**config.mk**
```make
export PLATFORM = sky130hd
export DESIGN_NAME = sc_playfield_scheduler
export DESIGN_NICKNAME = d
export VERILOG_FILES = /design/src/rtl/sc_playfield_scheduler_pkg.sv /design/src/rtl/sc_playfield_scheduler_prescaler.sv /design/src/rtl/sc_playfield_scheduler.sv
export SDC_FILE = /design/constraint.sdc
export NUM_CORES = 1
export LEC_CHECK = 0
export ABC_AREA = 1
export BUFFER_PORTS_ARGS = -buffer_cell sky130_fd_sc_hd__buf_2
export CAP_MARGIN = 10
export CORE_ASPECT_RATIO = 0.5
export CORE_MARGIN = 4
export CORE_UTILIZATION = 45
export CTS_BUF_LIST = sky130_fd_sc_hd__clkbuf_8
export DETAILED_ROUTE_END_ITERATION = 7
export PLACE_DENSITY = 0.7
export SYNTH_ARGS = -nofsm -noshare
export SYNTH_HDL_FRONTEND = slang
export SYNTH_HIERARCHICAL = 1
export SYNTH_SLANG_ARGS = --single-unit
```
**constraint.sdc**
```tcl
create_clock -name SC_STATEMACHINEGENERAL_CLOCK_50 -period 1.7 [get_ports SC_STATEMACHINEGENERAL_CLOCK_50]
set_input_delay 0 -clock SC_STATEMACHINEGENERAL_CLOCK_50 [delete_from_list [all_inputs] [get_ports SC_STATEMACHINEGENERAL_CLOCK_50]]
set_output_delay 0 -clock SC_STATEMACHINEGENERAL_CLOCK_50 [all_outputs]
set_load 0.05 [all_outputs]
```
**src/rtl/sc_playfield_scheduler_pkg.sv**
```systemverilog
// rtl/sc_playfield_scheduler_pkg.sv - shared encodings for the playfield scheduler
package sc_playfield_scheduler_pkg;

  typedef enum logic [1:0] {DIR_UP, DIR_DOWN, DIR_LEFT, DIR_RIGHT} dir_t;

  typedef enum logic [1:0] {SEL_LOAD, SEL_LOAD2, SEL_MOVE, SEL_SHIFT} sel_t;

  typedef enum logic [1:0] {ST_IDLE, ST_GRANT, ST_GAP} state_t;

  localparam int MAX_LEVEL = 4;

  function automatic logic [2:0] clampLevel(input logic [2:0] level);
    return (level > 3'(MAX_LEVEL)) ? 3'(MAX_LEVEL) : level;
  endfunction

endpackage

```
**src/rtl/sc_playfield_scheduler_prescaler.sv**
```systemverilog
// rtl/sc_playfield_scheduler_prescaler.sv - level-dependent lane-shift tick generator
module sc_tick_prescaler
  import sc_playfield_scheduler_pkg::*;
#(
  parameter int TICK_BASE = 5000000,
  parameter int TICK_STEP = 500000
) (
  input  logic       SC_STATEMACHINEGENERAL_CLOCK_50,
  input  logic       SC_STATEMACHINEGENERAL_RESET_InHigh,
  input  logic       run_InHigh,
  input  logic [2:0] level_In,
  input  logic       zero_InHigh,
  output logic       tick_Out
);

  localparam int CNT_W = $clog2(TICK_BASE);

  logic [CNT_W-1:0] count;
  logic [CNT_W-1:0] lastCount;

  // Compared with >= so a level raise that shrinks the period below the count expires at once.
  always_comb begin
    lastCount = CNT_W'(TICK_BASE - 1) - CNT_W'(clampLevel(level_In)) * CNT_W'(TICK_STEP);
  end

  always_ff @(posedge SC_STATEMACHINEGENERAL_CLOCK_50 or posedge SC_STATEMACHINEGENERAL_RESET_InHigh) begin
    if (SC_STATEMACHINEGENERAL_RESET_InHigh) begin
      count    <= '0;
      tick_Out <= 1'b0;
    end else if (zero_InHigh) begin
      count    <= '0;
      tick_Out <= 1'b0;
    end else if (run_InHigh && (count >= lastCount)) begin
      count    <= '0;
      tick_Out <= 1'b1;
    end else begin
      tick_Out <= 1'b0;
      if (run_InHigh) begin
        count <= count + CNT_W'(1);
      end
    end
  end

endmodule

```
**src/rtl/sc_playfield_scheduler.sv**
```systemverilog
// rtl/sc_playfield_scheduler.sv - arbitrates level load, home clear, frog move and lane shifts
module sc_playfield_scheduler
  import sc_playfield_scheduler_pkg::*;
#(
  parameter int TICK_BASE = 5000000,
  parameter int TICK_STEP = 500000,
  parameter int NUM_LANES = 4
) (
  input  logic                         SC_STATEMACHINEGENERAL_CLOCK_50,
  input  logic                         SC_STATEMACHINEGENERAL_RESET_InHigh,
  input  logic                         run_InHigh,
  input  logic [2:0]                   level_In,
  input  logic                         load_req_InLow,
  input  logic                         load2_req_InLow,
  input  logic                         move_req_InLow,
  input  logic [1:0]                   move_dir_In,
  output logic                         grant_load_OutLow,
  output logic                         grant_load2_OutLow,
  output logic                         grant_move_OutLow,
  output logic [1:0]                   move_dir_Out,
  output logic                         shift_lane_OutLow,
  output logic [$clog2(NUM_LANES)-1:0] shift_idx_Out,
  output logic                         tick_Out,
  output logic                         busy_Out,
  output logic                         overrun_Out
);

  localparam int IDX_W   = $clog2(NUM_LANES);
  localparam int SHIFT_W = $clog2(NUM_LANES + 1);

  state_t             state;
  sel_t               sel;
  sel_t               winner;
  logic               loadPend;
  logic               load2Pend;
  logic               movePend;
  dir_t               moveDirPend;
  logic [SHIFT_W-1:0] shiftCnt;
  logic [IDX_W-1:0]   lanePtr;
  logic               anyPend;
  logic               loadGranting;

  assign anyPend      = loadPend | load2Pend | movePend | (shiftCnt != '0);
  assign loadGranting = (state == ST_GRANT) && (sel == SEL_LOAD);

  always_comb begin
    winner = SEL_SHIFT;
    if (loadPend) begin
      winner = SEL_LOAD;
    end else if (load2Pend) begin
      winner = SEL_LOAD2;
    end else if (movePend) begin
      winner = SEL_MOVE;
    end
  end

  sc_tick_prescaler #(
    .TICK_BASE(TICK_BASE),
    .TICK_STEP(TICK_STEP)
  ) uPrescaler (
    .SC_STATEMACHINEGENERAL_CLOCK_50     (SC_STATEMACHINEGENERAL_CLOCK_50),
    .SC_STATEMACHINEGENERAL_RESET_InHigh (SC_STATEMACHINEGENERAL_RESET_InHigh),
    .run_InHigh                          (run_InHigh),
    .level_In                            (level_In),
    .zero_InHigh                         (loadGranting),
    .tick_Out                            (tick_Out)
  );

  always_ff @(posedge SC_STATEMACHINEGENERAL_CLOCK_50 or posedge SC_STATEMACHINEGENERAL_RESET_InHigh) begin
    if (SC_STATEMACHINEGENERAL_RESET_InHigh) begin
      state              <= ST_IDLE;
      sel                <= SEL_LOAD;
      grant_load_OutLow  <= 1'b1;
      grant_load2_OutLow <= 1'b1;
      grant_move_OutLow  <= 1'b1;
      shift_lane_OutLow  <= 1'b1;
      move_dir_Out       <= '0;
      shift_idx_Out      <= '0;
      busy_Out           <= 1'b0;
      overrun_Out        <= 1'b0;
      loadPend           <= 1'b0;
      load2Pend          <= 1'b0;
      movePend           <= 1'b0;
      moveDirPend        <= DIR_UP;
      shiftCnt           <= '0;
      lanePtr            <= '0;
    end else begin
      grant_load_OutLow  <= 1'b1;
      grant_load2_OutLow <= 1'b1;
      grant_move_OutLow  <= 1'b1;
      shift_lane_OutLow  <= 1'b1;

      case (state)
        ST_IDLE: begin
          if (anyPend) begin
            sel      <= winner;
            state    <= ST_GRANT;
            busy_Out <= 1'b1;
            unique case (winner)
              SEL_LOAD:  grant_load_OutLow  <= 1'b0;
              SEL_LOAD2: grant_load2_OutLow <= 1'b0;
              SEL_MOVE: begin
                grant_move_OutLow <= 1'b0;
                move_dir_Out      <= move_req_InLow ? moveDirPend : move_dir_In;
              end
              SEL_SHIFT: begin
                shift_lane_OutLow <= 1'b0;
                shift_idx_Out     <= lanePtr;
              end
            endcase
          end
        end
        ST_GRANT: begin
          state <= ST_GAP;
          unique case (sel)
            SEL_LOAD: begin
              loadPend      <= 1'b0;
              movePend      <= 1'b0;
              shiftCnt      <= '0;
              lanePtr       <= '0;
              overrun_Out   <= 1'b0;
              shift_idx_Out <= '0;
            end
            SEL_LOAD2: load2Pend <= 1'b0;
            SEL_MOVE:  movePend  <= 1'b0;
            SEL_SHIFT: begin
              shiftCnt <= shiftCnt - SHIFT_W'(1);
              lanePtr  <= lanePtr + IDX_W'(1);
            end
          endcase
        end
        ST_GAP: begin
          state    <= ST_IDLE;
          busy_Out <= 1'b0;
        end
        default: state <= ST_IDLE;
      endcase

      // A tick restarts the sweep; a concurrent load grant has already restarted everything.
      if (tick_Out && !loadGranting) begin
        if (shiftCnt != '0) begin
          overrun_Out <= 1'b1;
        end
        shiftCnt <= SHIFT_W'(NUM_LANES);
        lanePtr  <= '0;
      end

      // New requests land after the grant clear so one arriving during its own grant is kept.
      if (!load_req_InLow) begin
        loadPend <= 1'b1;
      end
      if (!load2_req_InLow) begin
        load2Pend <= 1'b1;
      end
      if (!move_req_InLow) begin
        movePend    <= 1'b1;
        moveDirPend <= dir_t'(move_dir_In);
      end
    end
  end

endmodule
```
==> results_dict.tcl <==
set metrics [dict create \
    status "finished, violations left" \
    violations "setup timing" \
    ys.flop_type "dfrtp_1" \
    ant_nets 0 \
    combPwrFrac_pct 38.8 \
    wire_per_inst_um 12.3 \
    total_leakage_power_nw 2.45 \
    synth_top_area_cell "dfrtp_1" \
    hold_violations 0 \
    syn_to_final_growth_pct 31.4 \
    grt_pass1_vias 3117 \
    fin_skew_ns 0.00899 \
    cts_root_buffer "clkbuf_8" \
    p_clk_share_pct 23.7 \
    synth_edf_count 0 \
    switchingPower_mw 1.40 \
    synth_top_cell_area_share_pct 30.8 \
    firstDrtPassIters 4 \
    switching_share_pct 37.8 \
    antenna_found_initial 0 \
    gp_congestion 0.913 \
    rsz0062_at_grt "yes" \
    rows 22 \
    synth-simple-area-share_pct 35.9 \
    setup_viol 24 \
    drt_iter0_drc 194 \
    synth_fa_ha_area_share_pct 11.5 \
    worstSkewPairLatency_ns 0.30 \
    totalWireLength_mm 8.69 \
    drc 0 \
    rr_worst_depth 12 \
    syn_inst 498 \
    synthArstFlopShare_pct 100 \
    maxSlewHeadroom_pct 77.3 \
    htreeDepth 2 \
    grt_pass1_wl_mm 14.8 \
    ys_types 34 \
    track_usage_pct 19.0 \
    peakVddDrop_uv 452 \
    route.vias.total 3394 \
    viasPerCell 4.82 \
    syn_area_mm2 0.00358 \
    yosys_register_bits 48 \
    dieWidth_um 134 \
    cts_made_buffers 5 \
    fin_ws_ns -1.28 \
    start_util_pct 47.6 \
    p_per_area_mw_per_mm2 789 \
    dpl_cell_area_mm2 0.00435 \
    cp_cell_sequence "buf_12 > inv_16 > nand2_8 > inv_6 > fa_1 > inv_2 > fa_2 > a21oi_2 > o21ai_1 > xnor2_1 > o21ai_1 > xor2_1 > ha_1 > nand2_2 > nor2_4 > nand2_2 > nor2_2 > nand3_1 > a21oi_2 > nor2_2 > nand2_4 > nand2_4 > nand2_1 > nand2_1" \
    worst_pin_slew_ns 0.340 \
    diodes 0 \
    syn_area_per_cell_um2 7.19 \
    cpPeakStageDelay_ns 0.55 \
    cp.arrival_ns 3.17 \
    overflow 0 \
    drive_gt1_share_pct 27.9 \
    die_h_um 71.1 \
    synth_compound_area_share_pct 6.43 \
    ys_seq_area_share_pct 33.7 \
    max_freq_mhz 335 \
    slew_violations 0 \
    tritoncts "done" \
    synth_top_family_by_area "simple AND/OR/NAND/NOR gates" \
    final_area_mm2 0.00470 \
    path_class "in -> reg" \
    min_period_ns 2.98 \
    drv_cap 0 \
    cts_sinks 48 \
    synth_nets 540 \
    cp-start-kind "input pin" \
    port_buffers 21 \
    fp.coreArea_mm2 0.00751 \
    io_pins 22 \
    seqPwrFrac_pct 37.6 \
    grt_max_degree 25 \
    cp-end-kind "flip-flop" \
    synth_xor_area_share_pct 3.18 \
    hpwl_mm 6.53 \
    dp_cells 685 \
    worst_hold_path_type "in -> reg" \
    period_share_pct 175 \
    clkTransAtPathRegs_ns 0.09 \
    power.internal_mw 2.31 \
    critical_path_required_ns 1.89 \
    worst_path_max_delay_cell "fa_1" \
    final_cells 704 \
    muxShareOfSynthArea_pct 0.559 \
    clockBufferDepth 2 \
    worstHoldPathCells 3 \
    synth_warnings 6 \
    design.die.area_mm2 0.00953 \
    crit_fanout 6 \
    fin_nets 637 \
    synth.area.top_cells "dfrtp_1 (31%), nand2_1 (17%), ha_1 (9.8%), inv_1 (7.0%), nand3_1 (4.2%)" \
]
==> area by class of cell <==
| class | instances | area, um2 |
|---|---|---|
| Inverter | 71 | 288 |
| Sequential cell | 48 | 1210 |
| Fill cell | 666 | 2810 |
| Multi-Input combinational cell | 374 | 2230 |
| Tap cell | 108 | 135 |
| Timing Repair Buffer | 95 | 722 |
| Clock inverter | 2 | 38.8 |
| Clock buffer | 6 | 82.6 |
==> routing by layer <==
layer	vias up	wire length, um	GRT usage (%)
met5	-	0	0
met4	0	58	3.39
met3	6	437	2.41
met2	72	4010	32.7
met1	1545	4180	26.2
li1	1771	-	-
==> cells in the mapped netlist, drive strengths merged, types with 2 or more instances <==
master  instances
a21oi          23
buf             4
clkbuf          4
dfrtp          44
dfstp           4
fa              3
ha             28
inv            71
mux2i           2
nand2         171
nand3          36
nand4          10
nor2           47
nor3           12
o21ai          20
xnor2           4
xor2            9
==> critical path: cells and delay by family <==
kind | cells | cell delay, ns
adders and majority gates | 3 | 1.20
buffers and inverters | 4 | 0.24
AOI/OAI and AO/OA | 4 | 0.45
xor gates and xnor gates | 2 | 0.34
and+or+nand+nor | 11 | 0.96
==> placed cells by master (no fill, tap or decap), types with 2 or more instances in the layout <==
cell,Yosys,final
a21oi_2,0,3
fa_1,3,2
nor2_1,39,36
nor2_4,4,5
nor2_2,3,5
nand3_2,6,7
nand2_2,6,22
a21oi_1,23,20
mux2i_1,2,2
nand2_1,162,142
inv_1,67,64
ha_1,28,27
dfstp_2,4,4
buf_4,0,66
clkbuf_8,0,6
inv_2,4,5
xor2_1,9,9
nor3_1,10,10
buf_2,2,19
nand2_8,0,4
xnor2_1,4,4
dfrtp_1,44,44
buf_12,0,3
nand2_4,3,6
o21ai_1,3,6
nand4_1,10,10
o21ai_0,17,14
dlygate4sd3_1,0,6
nand3_1,30,29
==> kinds of logic (layout without fill, tap and decap cells) <==
logic type      Yosys count  count (layout)
fa+ha+maj                31              31
xor+xnor                 13              13
mux                       2               2
simple gates            280             283
buf+inv                  79             174
flops                    48              48
compound gates           45              45
==> stage by stage <==
| step | hold slack, ns | setup TNS (ns) | worst slack [ns] | util, % | power (mW) |
|---|---|---|---|---|---|
| final | 0.149 | -30.24 | -1.28 | 62.6 | 3.71 |
| after global routing | 0.153 | -33.98 | -1.44 | 62.6 | 3.99 |
| after CTS | 0.115 | -31.50 | -1.32 | 61.6 | 3.72 |
| after detailed placement | 0.0703 | -44.20 | -1.86 | 57.8 | 2.81 |
| after global placement | 0.0668 | -41.08 | -1.72 | 57.8 | 2.78 |
| after floorplan | 0.0117 | -31.82 | -1.35 | - | 2.31 |
==> timing repair <==
item,in CTS,in global routing
cloned,3,0
pin swaps,10,5
gates resized for setup,19,22
hold endpoints to repair,49,0
hold buffers,6,0
setup buffers,2,0
endpoints found under the setup margin,24,24
==> flip-flops by register name, indices dropped and copies added (netlist names) <==
register             cells
load2Pend                1
lanePtr                  2
shift_lane_OutLow        1
loadPend                 1
move_dir_Out             2
grant_load2_OutLow       1
shift_idx_Out            2
moveDirPend              2
busy_Out                 1
uPrescaler/tick_Out      1
grant_move_OutLow        1
sel                      2
uPrescaler/count        23
grant_load_OutLow        1
state                    2
overrun_Out              1
shiftCnt                 3
movePend                 1
==> power by group through the flow <==
stage | Combinational, mW | Clock, mW | Sequential [mW]
after CTS | 1.42 | 0.902 | 1.40
after global placement | 1.37 | 0 | 1.41
final | 1.44 | 0.879 | 1.40
after global routing | 1.62 | 0.954 | 1.42
after detailed placement | 1.39 | 0 | 1.42
after floorplan | 0.752 | 0 | 1.56
==> worst paths after layout <==
| path | start | end | slack (ns) |
|---|---|---|---|
| setup / recovery | level_In[2] | uPrescaler/count[17] | -1.28 |
| hold / removal | run_InHigh | uPrescaler/tick_Out | 0.15 |
| setup reg to reg | uPrescaler/count[22] | uPrescaler/count[17] | -0.20 |
| hold reg to reg | loadPend | grant_load_OutLow | 0.49 |
| max in group asynchronous | SC_STATEMACHINEGENERAL_RESET_InHigh | shift_lane_OutLow | 1.13 |
| min in group asynchronous | SC_STATEMACHINEGENERAL_RESET_InHigh | shift_idx_Out[0] | 0.28 |
(Power assumes the default switching activity.)
